### src/rtl/tick_counter_pkg.sv
// Shared types and constants for the tick-driven mm:ss BCD counter.
package tick_counter_pkg;

   // Control FSM encoding; plain constants keep older tools happy.
   typedef logic [1:0] state_t;
   localparam state_t StIdle  = 2'd0;
   localparam state_t StRun   = 2'd1;
   localparam state_t StPause = 2'd2;

   // Active-low segment patterns, bit order {g,f,e,d,c,b,a}.
   localparam logic [6:0] SEG_0     = 7'b1000000;
   localparam logic [6:0] SEG_1     = 7'b1111001;
   localparam logic [6:0] SEG_2     = 7'b0100100;
   localparam logic [6:0] SEG_3     = 7'b0110000;
   localparam logic [6:0] SEG_4     = 7'b0011001;
   localparam logic [6:0] SEG_5     = 7'b0010010;
   localparam logic [6:0] SEG_6     = 7'b0000010;
   localparam logic [6:0] SEG_7     = 7'b1111000;
   localparam logic [6:0] SEG_8     = 7'b0000000;
   localparam logic [6:0] SEG_9     = 7'b0010000;
   localparam logic [6:0] SEG_BLANK = 7'b1111111;

   // Default rollover limits for seconds and minutes.
   localparam int unsigned SEC_MAX_DEFAULT = 59;
   localparam int unsigned MIN_MAX_DEFAULT = 59;

   // Binary value of a two-digit BCD pair, used for limit compares.
   function automatic logic [6:0] bcd2_value(input logic [3:0] tens, input logic [3:0] units);
      return (7'(tens) * 7'd10) + 7'(units);
   endfunction

endpackage

### src/rtl/seg7_decoder.sv
// Combinational BCD digit to active-low 7-segment decoder.
module seg7_decoder
   import tick_counter_pkg::*;
(
   input  logic [3:0] bcd_i,
   output logic [6:0] seg_o
);

   // Non-decimal codes blank the digit rather than show garbage.
   always_comb begin
      seg_o = SEG_BLANK;
      case (bcd_i)
         4'd0:    seg_o = SEG_0;
         4'd1:    seg_o = SEG_1;
         4'd2:    seg_o = SEG_2;
         4'd3:    seg_o = SEG_3;
         4'd4:    seg_o = SEG_4;
         4'd5:    seg_o = SEG_5;
         4'd6:    seg_o = SEG_6;
         4'd7:    seg_o = SEG_7;
         4'd8:    seg_o = SEG_8;
         4'd9:    seg_o = SEG_9;
         default: seg_o = SEG_BLANK;
      endcase
   end

endmodule

### src/rtl/tick_bcd_counter.sv
// mm:ss BCD stopwatch advanced by a single-cycle tick enable, with
// start/stop and clear buttons, four 7-segment outputs and a wrap pulse.
module tick_bcd_counter
   import tick_counter_pkg::*;
#(
   parameter int unsigned SEC_MAX = SEC_MAX_DEFAULT,
   parameter int unsigned MIN_MAX = MIN_MAX_DEFAULT
) (
   input  logic       clk,
   input  logic       _rst,
   input  logic       tick,
   input  logic       btn_start_stop,
   input  logic       btn_clear,
   output logic [6:0] hex0,
   output logic [6:0] hex1,
   output logic [6:0] hex2,
   output logic [6:0] hex3,
   output logic       led_running,
   output logic       wrap
);

   state_t     state_q, state_d;
   logic [3:0] sec_units_q, sec_units_d;
   logic [3:0] sec_tens_q, sec_tens_d;
   logic [3:0] min_units_q, min_units_d;
   logic [3:0] min_tens_q, min_tens_d;
   logic       wrap_q, wrap_d;
   logic       start_prev_q, clear_prev_q;

   logic       start_press, clear_press;
   logic       count_en;
   logic       sec_at_max, min_at_max;

   // Rising-edge detect; history resets high so a held button does not fire.
   assign start_press = btn_start_stop & ~start_prev_q;
   assign clear_press = btn_clear & ~clear_prev_q;

   // Clear overrides any tick in the same cycle.
   assign count_en = tick & (state_q == StRun) & ~clear_press;

   assign sec_at_max = (bcd2_value(sec_tens_q, sec_units_q) == 7'(SEC_MAX));
   assign min_at_max = (bcd2_value(min_tens_q, min_units_q) == 7'(MIN_MAX));

   // Run/pause control; clear wins over start in the same cycle.
   always_comb begin
      state_d = state_q;
      if (clear_press) begin
         state_d = StIdle;
      end else if (start_press) begin
         case (state_q)
            StIdle:  state_d = StRun;
            StRun:   state_d = StPause;
            StPause: state_d = StRun;
            default: state_d = StIdle;
         endcase
      end else if (state_q != StIdle && state_q != StRun && state_q != StPause) begin
         state_d = StIdle;
      end
   end

   // BCD digit chain with seconds and minutes rollover and wrap flag.
   always_comb begin
      sec_units_d = sec_units_q;
      sec_tens_d  = sec_tens_q;
      min_units_d = min_units_q;
      min_tens_d  = min_tens_q;
      wrap_d      = 1'b0;
      if (clear_press) begin
         sec_units_d = 4'd0;
         sec_tens_d  = 4'd0;
         min_units_d = 4'd0;
         min_tens_d  = 4'd0;
      end else if (count_en) begin
         if (sec_at_max) begin
            sec_units_d = 4'd0;
            sec_tens_d  = 4'd0;
            if (min_at_max) begin
               min_units_d = 4'd0;
               min_tens_d  = 4'd0;
               wrap_d      = 1'b1;
            end else if (min_units_q == 4'd9) begin
               min_units_d = 4'd0;
               min_tens_d  = min_tens_q + 4'd1;
            end else begin
               min_units_d = min_units_q + 4'd1;
            end
         end else if (sec_units_q == 4'd9) begin
            sec_units_d = 4'd0;
            sec_tens_d  = sec_tens_q + 4'd1;
         end else begin
            sec_units_d = sec_units_q + 4'd1;
         end
      end
   end

   // All state registers with synchronous active-low reset.
   always_ff @(posedge clk) begin
      if (!_rst) begin
         state_q      <= StIdle;
         sec_units_q  <= 4'd0;
         sec_tens_q   <= 4'd0;
         min_units_q  <= 4'd0;
         min_tens_q   <= 4'd0;
         wrap_q       <= 1'b0;
         start_prev_q <= 1'b1;
         clear_prev_q <= 1'b1;
      end else begin
         state_q      <= state_d;
         sec_units_q  <= sec_units_d;
         sec_tens_q   <= sec_tens_d;
         min_units_q  <= min_units_d;
         min_tens_q   <= min_tens_d;
         wrap_q       <= wrap_d;
         start_prev_q <= btn_start_stop;
         clear_prev_q <= btn_clear;
      end
   end

   assign led_running = (state_q == StRun);
   assign wrap        = wrap_q;

   seg7_decoder u_dec_sec_units (
      .bcd_i (sec_units_q),
      .seg_o (hex0)
   );

   seg7_decoder u_dec_sec_tens (
      .bcd_i (sec_tens_q),
      .seg_o (hex1)
   );

   seg7_decoder u_dec_min_units (
      .bcd_i (min_units_q),
      .seg_o (hex2)
   );

   seg7_decoder u_dec_min_tens (
      .bcd_i (min_tens_q),
      .seg_o (hex3)
   );

endmodule

### config.mk
export PLATFORM = sky130hd
export DESIGN_NAME = tick_bcd_counter
export DESIGN_NICKNAME = d
export VERILOG_FILES = /design/src/rtl/tick_counter_pkg.sv /design/src/rtl/seg7_decoder.sv /design/src/rtl/tick_bcd_counter.sv
export SDC_FILE = /design/constraint.sdc
export NUM_CORES = 1
export LEC_CHECK = 0
export BUFFER_PORTS_ARGS = -buffer_cell sky130_fd_sc_hd__buf_4
export CAP_MARGIN = 0
export CORE_ASPECT_RATIO = 1.2
export CORE_UTILIZATION = 50
export DETAILED_ROUTE_END_ITERATION = 7
export PLACE_DENSITY = 0.7
export SLEW_MARGIN = 20
export SYNTH_ARGS = -nofsm -noshare
export SYNTH_HDL_FRONTEND = slang
export SYNTH_SLANG_ARGS = --single-unit
### constraint.sdc
create_clock -name clk -period 10.8 [get_ports clk]
set_input_delay 1.62 -clock clk [delete_from_list [all_inputs] [get_ports clk]]
set_output_delay 1.62 -clock clk [all_outputs]
set_load 0.02 [all_outputs]
==> metrics.md, run 1 <==
| Metric | Value |
|---|---|
| Status | `finished, final reports clean` |
| Setup TNS | `0 ns` |
| DR vias/cell | `5.55` |
| Worst reg2reg path depth | `11` |
| DRT Wirelength | `5370 um` |
| CP Class | `flop to flop` |
| Chip height | `85.8 um` |
| Post-CTS resize count | `0` |
| Capturing point of the worst reg2reg path | `u_dec_min_units.seg_o[4]` |
| Share of Yosys cell area claimed by the top area cell type | `33.6%` |
| Hold buffers post-CTS | `0` |
| Initial DRC count | `105` |
| Final worst setup slack | `6.87 ns` |
| Comb pwr share | `3.3%` |
| R2R setup slack | `6.87 ns` |
| WP buf/inv | `1` |
| Peak supply drop | `0.0466 mV` |
| N_diodes | `0` |
| DRC | `0` |
| CTS Buf Count | `5` |
| Area leader, netlist | `dfxtp_1` |
| Vias in the first global route | `2136` |
| Core Area | `0.00563 mm2` |
| DIE AREA | `0.00616 mm2` |
| Reg power frac | `55.4%` |
| Final Hold Viols | `0` |
| Clock power frac | `41.3%` |
| Syn avg cell area | `9.31 um2` |
| Hold/Removal Path Class | `flop to flop` |
| TritonCTS clock tree | `built` |
| Dominant cells by area after synthesis | `dfxtp_1 (34%), ha_1 (16%), mux2i_1 (5.8%)` |
| Synth Instances | `314` |
| Global route overflow | `0` |
| Crit-path cells | `ha_1 -> ha_1 -> inv_1 -> fa_1 -> and4b_1 -> nand3_1 -> nor3_1 -> nand4b_1 -> a21oi_1 -> mux2_2 -> a21oi_1` |
| First-pass GRT wire length | `9380 um` |
| Layout Skew | `0.00837 ns` |
| Sequential fraction of the synthesis area | `33.6%` |
| Worst-Margin Slew | `1.00 ns` |
| CTS max path bufs | `2` |
| Synth async-reset ratio | `0%` |
| Non-filler cells, final | `412` |
| Placer Congestion | `0.795` |
| H-tree Lvls | `2` |
| Tot GR Track Use | `18.7%` |
| Area growth syn-to-layout | `14.6%` |
| Nature of the critical path endpoint | `flop` |
| Delay-heaviest family, CP | `simple AND/OR/NAND/NOR gates` |
| Slowest CP cell | `a21oi_1` |
| Layout cells sized above 1 | `15.8%` |
| DP Cell Count | `404` |
| Nets | `394` |
| Psw | `0.0000674 W` |
| Largest fanout on the critical path | `11` |
| Post-CTS setup buffers | `0` |
| Number of synthesized flops with an enable pin | `0` |
| Critical path depth | `11` |
| Slew HR | `33.1%` |
| Initial Utilization | `51.9%` |
| Switching part of the total | `20.5%` |
| Post-Route Utilization | `59.5%` |
| FMAX | `254 MHz` |
| Sink Count | `49` |
| Pre-CTS setup slack | `6.66 ns` |
| #FFs+latches synth | `49` |
| Unrepaired setup endpoints after global routing | `false` |
| IO Count | `35` |
| Largest net degree at the start of global routing | `16` |
| Yosys cell types | `58` |
| Worst EP arrival | `4.18 ns` |
| Final Critical Period | `3.93 ns` |
| Leakage power | `1.50 nW` |
| Syn_nets | `361` |
| Cell Area, Synth | `0.00292 mm2` |
| Detailed placer's ending HPWL | `4020 um` |
| Pre-antenna DRT Iters | `4` |
| Critical Path End | `u_dec_min_units.seg_o[4]` |
| Fin. max-slew vios | `0` |
| Setup violators final | `0` |
| Startpoint Class | `flop` |
| Row cnt | `30` |
| Buffers on Ports | `34` |
| Final Hold Slack | `0.536 ns` |
| Die extent in x | `71.8 um` |
| Avg WL per Cell | `13.0 um` |
| Vias | `2287` |
| Yosys warning count | `0` |
| Crit path required time | `11.04 ns` |
| CTS root buffer | `clkbuf_8` |
| Initial antenna violation count | `0` |
| CP Launch Point | `sec_tens_q[1]` |
| Final period utilization | `36.4%` |
| Routed Antenna Nets | `0` |
| Worst-Skew Late Latency | `0.30 ns` |
| Cell Int Power | `0.000261 W` |
| Critical path's largest stage delay | `0.82 ns` |
| Max_cap viols | `0` |
| Top_reg_cell synth | `dfxtp_1` |
| Worst-path clk slew | `0.09 ns` |
| RR Startpoint | `sec_tens_q[1]` |
| PwrDens | `98.1 mW/mm2` |
power by group through the flow:
| stage | Clock (W) | Sequential [W] | Combinational, W |
|---|---|---|---|
| 2_1_floorplan | 0 | 0.000187 | 0.00000645 |
| 3_3_place_gp | 0 | 0.000186 | 0.0000106 |
| 3_5_place_dp | 0 | 0.000186 | 0.0000108 |
| 4_1_cts | 0.000139 | 0.000182 | 0.0000108 |
| 5_1_grt | 0.000146 | 0.000182 | 0.0000119 |
| 6_report | 0.000136 | 0.000182 | 0.0000107 |
cells in the mapped netlist (2+ instances only):
cell type,instances
fa_1,4
xnor2_1,6
o21ai_0,7
a21o_1,2
nand4b_1,2
nor4_1,4
o31ai_1,2
nand2_1,17
mux2i_1,17
xor2_1,2
and2_1,2
nor2_1,16
nand2b_1,8
nand4_1,3
clkbuf_1,8
inv_2,2
o21ai_1,3
nor2b_1,3
o22ai_1,3
o211a_1,2
o32ai_1,3
ha_1,38
a21oi_1,20
dfxtp_1,49
nor3_1,6
inv_1,32
and3b_1,2
a2bb2oi_1,5
o311a_1,4
nand3_1,10
and3_1,5
layout make-up:
| cell class | instances | area, um2 |
|---|---|---|
| clock buffer | 7 | 86.3 |
| clock inverter | 1 | 30.0 |
| fill | 522 | 2280 |
| inverter | 34 | 128 |
| multi-input combinational | 221 | 1780 |
| sequential | 49 | 981 |
| tap | 64 | 80.1 |
| timing repair buffer | 36 | 270 |
kinds of logic (layout without fill, tap and decap cells):
kind of cell / Yosys count / after routing / share of synthesized area, %
mux: 18 / 18 / 6.21
simple gates: 90 / 90 / 17.8
flops: 49 / 49 / 33.6
buf+inv: 44 / 78 / 5.69
compound gates: 63 / 63 / 15.3
fa+ha+maj: 42 / 42 / 19.0
xor+xnor: 8 / 8 / 2.40
cells in the final DEF (no fill, tap or decap), types with 2 or more instances in the layout:
| cell type | count |
|---|---|
| nor2b_1 | 3 |
| and2_1 | 2 |
| nor3_1 | 6 |
| nand4b_1 | 2 |
| o211a_1 | 2 |
| o31ai_1 | 2 |
| o22ai_1 | 3 |
| a21oi_1 | 20 |
| o32ai_1 | 3 |
| o21ai_0 | 7 |
| ha_1 | 38 |
| xnor2_1 | 6 |
| nand4_1 | 3 |
| nand3_1 | 10 |
| nand2b_1 | 8 |
| xor2_1 | 2 |
| mux2i_1 | 17 |
| and3_1 | 5 |
| inv_1 | 32 |
| clkbuf_8 | 6 |
| o311a_1 | 4 |
| and3b_1 | 2 |
| nor4_1 | 4 |
| inv_2 | 2 |
| nor2_1 | 16 |
| buf_4 | 36 |
| nand2_1 | 17 |
| o21ai_1 | 3 |
| a21o_1 | 2 |
| dfxtp_1 | 49 |
| a2bb2oi_1 | 5 |
| fa_1 | 4 |
flip-flops by register name (all words and copies together), names as in the netlist:
signal	cells
u_dec_sec_units.seg_o	7
u_dec_min_units.seg_o	7
u_dec_sec_tens.seg_o	7
u_dec_min_tens.seg_o	7
clear_prev_q	1
state_q	2
wrap	1
sec_units_q	4
sec_tens_q	4
start_prev_q	1
min_units_q	4
min_tens_q	4
worst min-delay path by stage:
| stage | startpoint | end | slack (ns) | cells past startpoint |
|---|---|---|---|---|
| final | state_q[0] | state_q[1] | 0.54 | 2 |
| after global routing | state_q[0] | state_q[1] | 0.58 | 2 |
| after CTS | state_q[0] | state_q[1] | 0.54 | 2 |
| after detailed placement | state_q[0] | state_q[1] | 0.52 | 2 |
| after global placement | state_q[0] | state_q[1] | 0.51 | 2 |
| after floorplan | state_q[0] | state_q[1] | 0.49 | 2 |
stage by stage:
stage | power (W) | cell area, um2
finish | 0.000329 | 3350
floorplan | 0.000193 | 2920
detailed placement | 0.000197 | 3230
global placement | 0.000197 | 3230
global route | 0.000340 | 3350
CTS | 0.000332 | 3350
layer usage:
metal,part of all wire (%),track usage (%),wire length (um)
met4,1.8,6.95,99
met5,0,0,0
met1,45,23.2,2420
met3,1.8,2.82,97
met2,51,32.7,2750
tightest hold or removal path, stage by stage (launching register included):
cell	delay (ns)
dfxtp_1	0.36
a21oi_1	0.07
nor2_1	0.07
No activity file was read; power rests on OpenSTA's default activity.
==> run 2, diff against run 1 <==
==> constraint.sdc (replaced) <==
create_clock -name clk -period 4 [get_ports clk]
set_input_delay 0.6 -clock clk [delete_from_list [all_inputs] [get_ports clk]]
set_output_delay 0.6 -clock clk [all_outputs]
set_load 0.02 [all_outputs]
==> metrics.md, run 2 (same netlist as run 1, synthesis figures left out) <==
| Metric | Value |
|---|---|
| Status | `finished, final reports clean (unchanged)` |
| Post-CTS setup buffers | `0 (unchanged)` |
| First-pass GRT wire length | `9320 um (was 9380 um)` |
| Most common cell after layout, fill and taps aside | `dfxtp_1 (unchanged)` |
| N_diodes | `0 (unchanged)` |
| Post-Route Utilization | `59.8% (was 59.5%)` |
| Vias | `2288 (was 2287)` |
| Worst EP arrival | `3.90 ns (was 4.18 ns)` |
| Avg WL per Cell | `12.8 um (was 13.0 um)` |
| Worst-Margin Slew | `0.866 ns (was 1.00 ns)` |
| Largest net degree at the start of global routing | `16 (unchanged)` |
| Core Area | `0.00563 mm2 (unchanged)` |
| CTS max path bufs | `2 (unchanged)` |
| Placer Congestion | `0.905 (was 0.795)` |
| Detailed placer's ending HPWL | `4060 um (was 4020 um)` |
| Worst-path clk slew | `0.09 ns (about the same)` |
| Row cnt | `30 (unchanged)` |
| Area growth syn-to-layout | `15.2% (was 14.6%)` |
| Fin. max-slew vios | `0 (unchanged)` |
| Fin area | `0.00337 mm2 (was 0.00335 mm2)` |
| Peak supply drop | `0.134 mV (was 0.0466 mV)` |
| Buffers on Ports | `34 (unchanged)` |
| Die extent in x | `71.8 um (unchanged)` |
| PwrDens | `239 mW/mm2 (was 98.1 mW/mm2)` |
| Slew HR | `42.0% (was 33.1%)` |
| Global route overflow | `0 (unchanged)` |
| H-tree Lvls | `2 (unchanged)` |
| Slowest CP cell | `or4_1 (was a21oi_1)` |
| Crit-path cells | `ha_1 -> ha_1 -> inv_1 -> fa_1 -> and4b_1 -> nand3_1 -> or4_1 -> or3_4 -> o32ai_4 -> inv_2 -> ha_1 -> mux2i_1 -> a21oi_1 (was ha_1 -> ha_1 -> inv_1 -> fa_1 -> and4b_1 -> nand3_1 -> nor3_1 -> nand4b_1 -> a21oi_1 -> mux2_2 -> a21oi_1)` |
| WP buf/inv | `2 (was 1)` |
| Initial antenna violation count | `0 (unchanged)` |
| DIE AREA | `0.00616 mm2 (unchanged)` |
| Post-DP Area | `0.00328 mm2 (was 0.00323 mm2)` |
| Multi-input gate area | `0.00178 mm2 (unchanged)` |
| Pre-antenna DRT Iters | `4 (unchanged)` |
| TritonCTS clock tree | `built (unchanged)` |
| Hold/Removal Path Class | `primary input to flop (was flop to flop)` |
| Setup violators final | `0 (unchanged)` |
| Initial DRC count | `86 (was 105)` |
| Tot GR Track Use | `18.7% (about the same)` |
| Leakage power | `1.51 nW (was 1.50 nW)` |
| Chip height | `85.8 um (unchanged)` |
| Crit path required time | `4.15 ns (was 11.04 ns)` |
| Largest fanout on the critical path | `6 (was 11)` |
| CTS Buf Count | `5 (unchanged)` |
| Sequential cell area | `981 um2 (unchanged)` |
| Unrepaired setup endpoints after global routing | `false (unchanged)` |
| Initial Utilization | `51.9% (unchanged)` |
| Setup TNS | `0 ns (unchanged)` |
| Layout cells sized above 1 | `17.5% (was 15.8%)` |
| Final period utilization | `93.6% (was 36.4%)` |
| Max_cap viols | `0 (unchanged)` |
| Post-CTS resize count | `0 (unchanged)` |
| FMAX | `267 MHz (was 254 MHz)` |
| DRT Wirelength | `5330 um (was 5370 um)` |
| Nature of the critical path endpoint | `flop (unchanged)` |
| Hold buffers post-CTS | `0 (unchanged)` |
| Routed Antenna Nets | `0 (unchanged)` |
| Final Hold Viols | `0 (unchanged)` |
| DR vias/cell | `5.47 (was 5.55)` |
| Fill count | `506 (was 522)` |
| IO Count | `35 (unchanged)` |
| Final Critical Period | `3.74 ns (was 3.93 ns)` |
| Highest-count cells in the layout ignoring fill and taps | `dfxtp_1 (49), buf_4 (42), ha_1 (38) (was dfxtp_1 (49), ha_1 (38), buf_4 (36))` |
| Layout Skew | `0.00500 ns (was 0.00837 ns)` |
| CP Class | `flop to flop (unchanged)` |
| Worst-Skew Late Latency | `0.30 ns (about the same)` |
| Startpoint Class | `flop (unchanged)` |
| CTS root buffer | `clkbuf_8 (unchanged)` |
| Delay-heaviest family, CP | `simple AND/OR/NAND/NOR gates (unchanged)` |
| Critical path's largest stage delay | `0.53 ns (was 0.82 ns)` |
| Nets | `400 (was 394)` |
| DRC | `0 (unchanged)` |
| Vias in the first global route | `2112 (was 2136)` |
| Sink Count | `49 (unchanged)` |
| Worst path most repeated cell | `ha_1` |
[run 2: cell types whose count changed in the layout (fill, tap and decap cells not counted)]
cell	change
clkbuf_1	-1
clkinvlp_4	+1
clkbuf_8	-1
bufinv_16	-1
clkinv_2	+2
buf_4	+6
[run 2: through the flow]
stage	setup WS, ns	hold WS [ns]	std cells	total power, W
2_1_floorplan	0.436	0.494	314	0.000522
3_3_place_gp	0.402	0.509	410	0.000532
3_5_place_dp	0.307	0.541	410	0.000533
4_1_cts	0.277	0.472	418	0.000816
5_1_grt	0.0348	0.474	418	0.000841
6_report	0.257	0.482	418	0.000806
[run 2: per-layer routing]
layer | vias to the layer above | global-route usage, % | routed length [um]
met2 | 30 | 30.4 | 2570
li1 | 1184 | - | -
met4 | 0 | 7.13 | 97
met1 | 1065 | 25.1 | 2540
met5 | - | 0 | 0
met3 | 9 | 2.82 | 122
[run 2: power by group]
group | switching [W] | internal [W] | total [W] | leakage (nW)
sequential | 0.00000142 | 0.000490 | 0.000492 | 0.396
clock | 0.000164 | 0.000121 | 0.000285 | 0.0439
combinational | 0.0000180 | 0.0000110 | 0.0000290 | 1.07
total | 0.000183 | 0.000622 | 0.000806 | 1.51
[run 2: final timing paths]
path | slack, ns | to | start | cells after the start
worst max-delay path | 0.26 | u_dec_min_units.seg_o[0] | sec_tens_q[1] | 13
worst min-delay path | 0.48 | start_prev_q | _rst | 2
worst max register to register | 0.26 | u_dec_min_units.seg_o[0] | sec_tens_q[1] | 13
worst min register to register | 0.56 | state_q[1] | state_q[0] | 2
[run 2: worst reg2reg max path, stage by stage (launching register included)]
cell and delay (ns):
dfxtp_1 0.44, ha_1 0.27, ha_1 0.20, inv_1 0.07, fa_1 0.40, and4b_1 0.25
nand3_1 0.09, or4_1 0.53, or3_4 0.45, o32ai_4 0.32, inv_2 0.11, ha_1 0.24
mux2i_1 0.15, a21oi_1 0.08
[run 2: final cells by class]
| cell class | count | share of cell area [%] |
|---|---|---|
| clock buffer | 5 | 2.04 |
| clock inverter | 3 | 0.520 |
| sequential | 49 | 29.1 |
| tap | 64 | 2.38 |
| multi-input combinational | 221 | 52.8 |
| inverter | 34 | 3.79 |
| timing repair buffer | 42 | 9.37 |
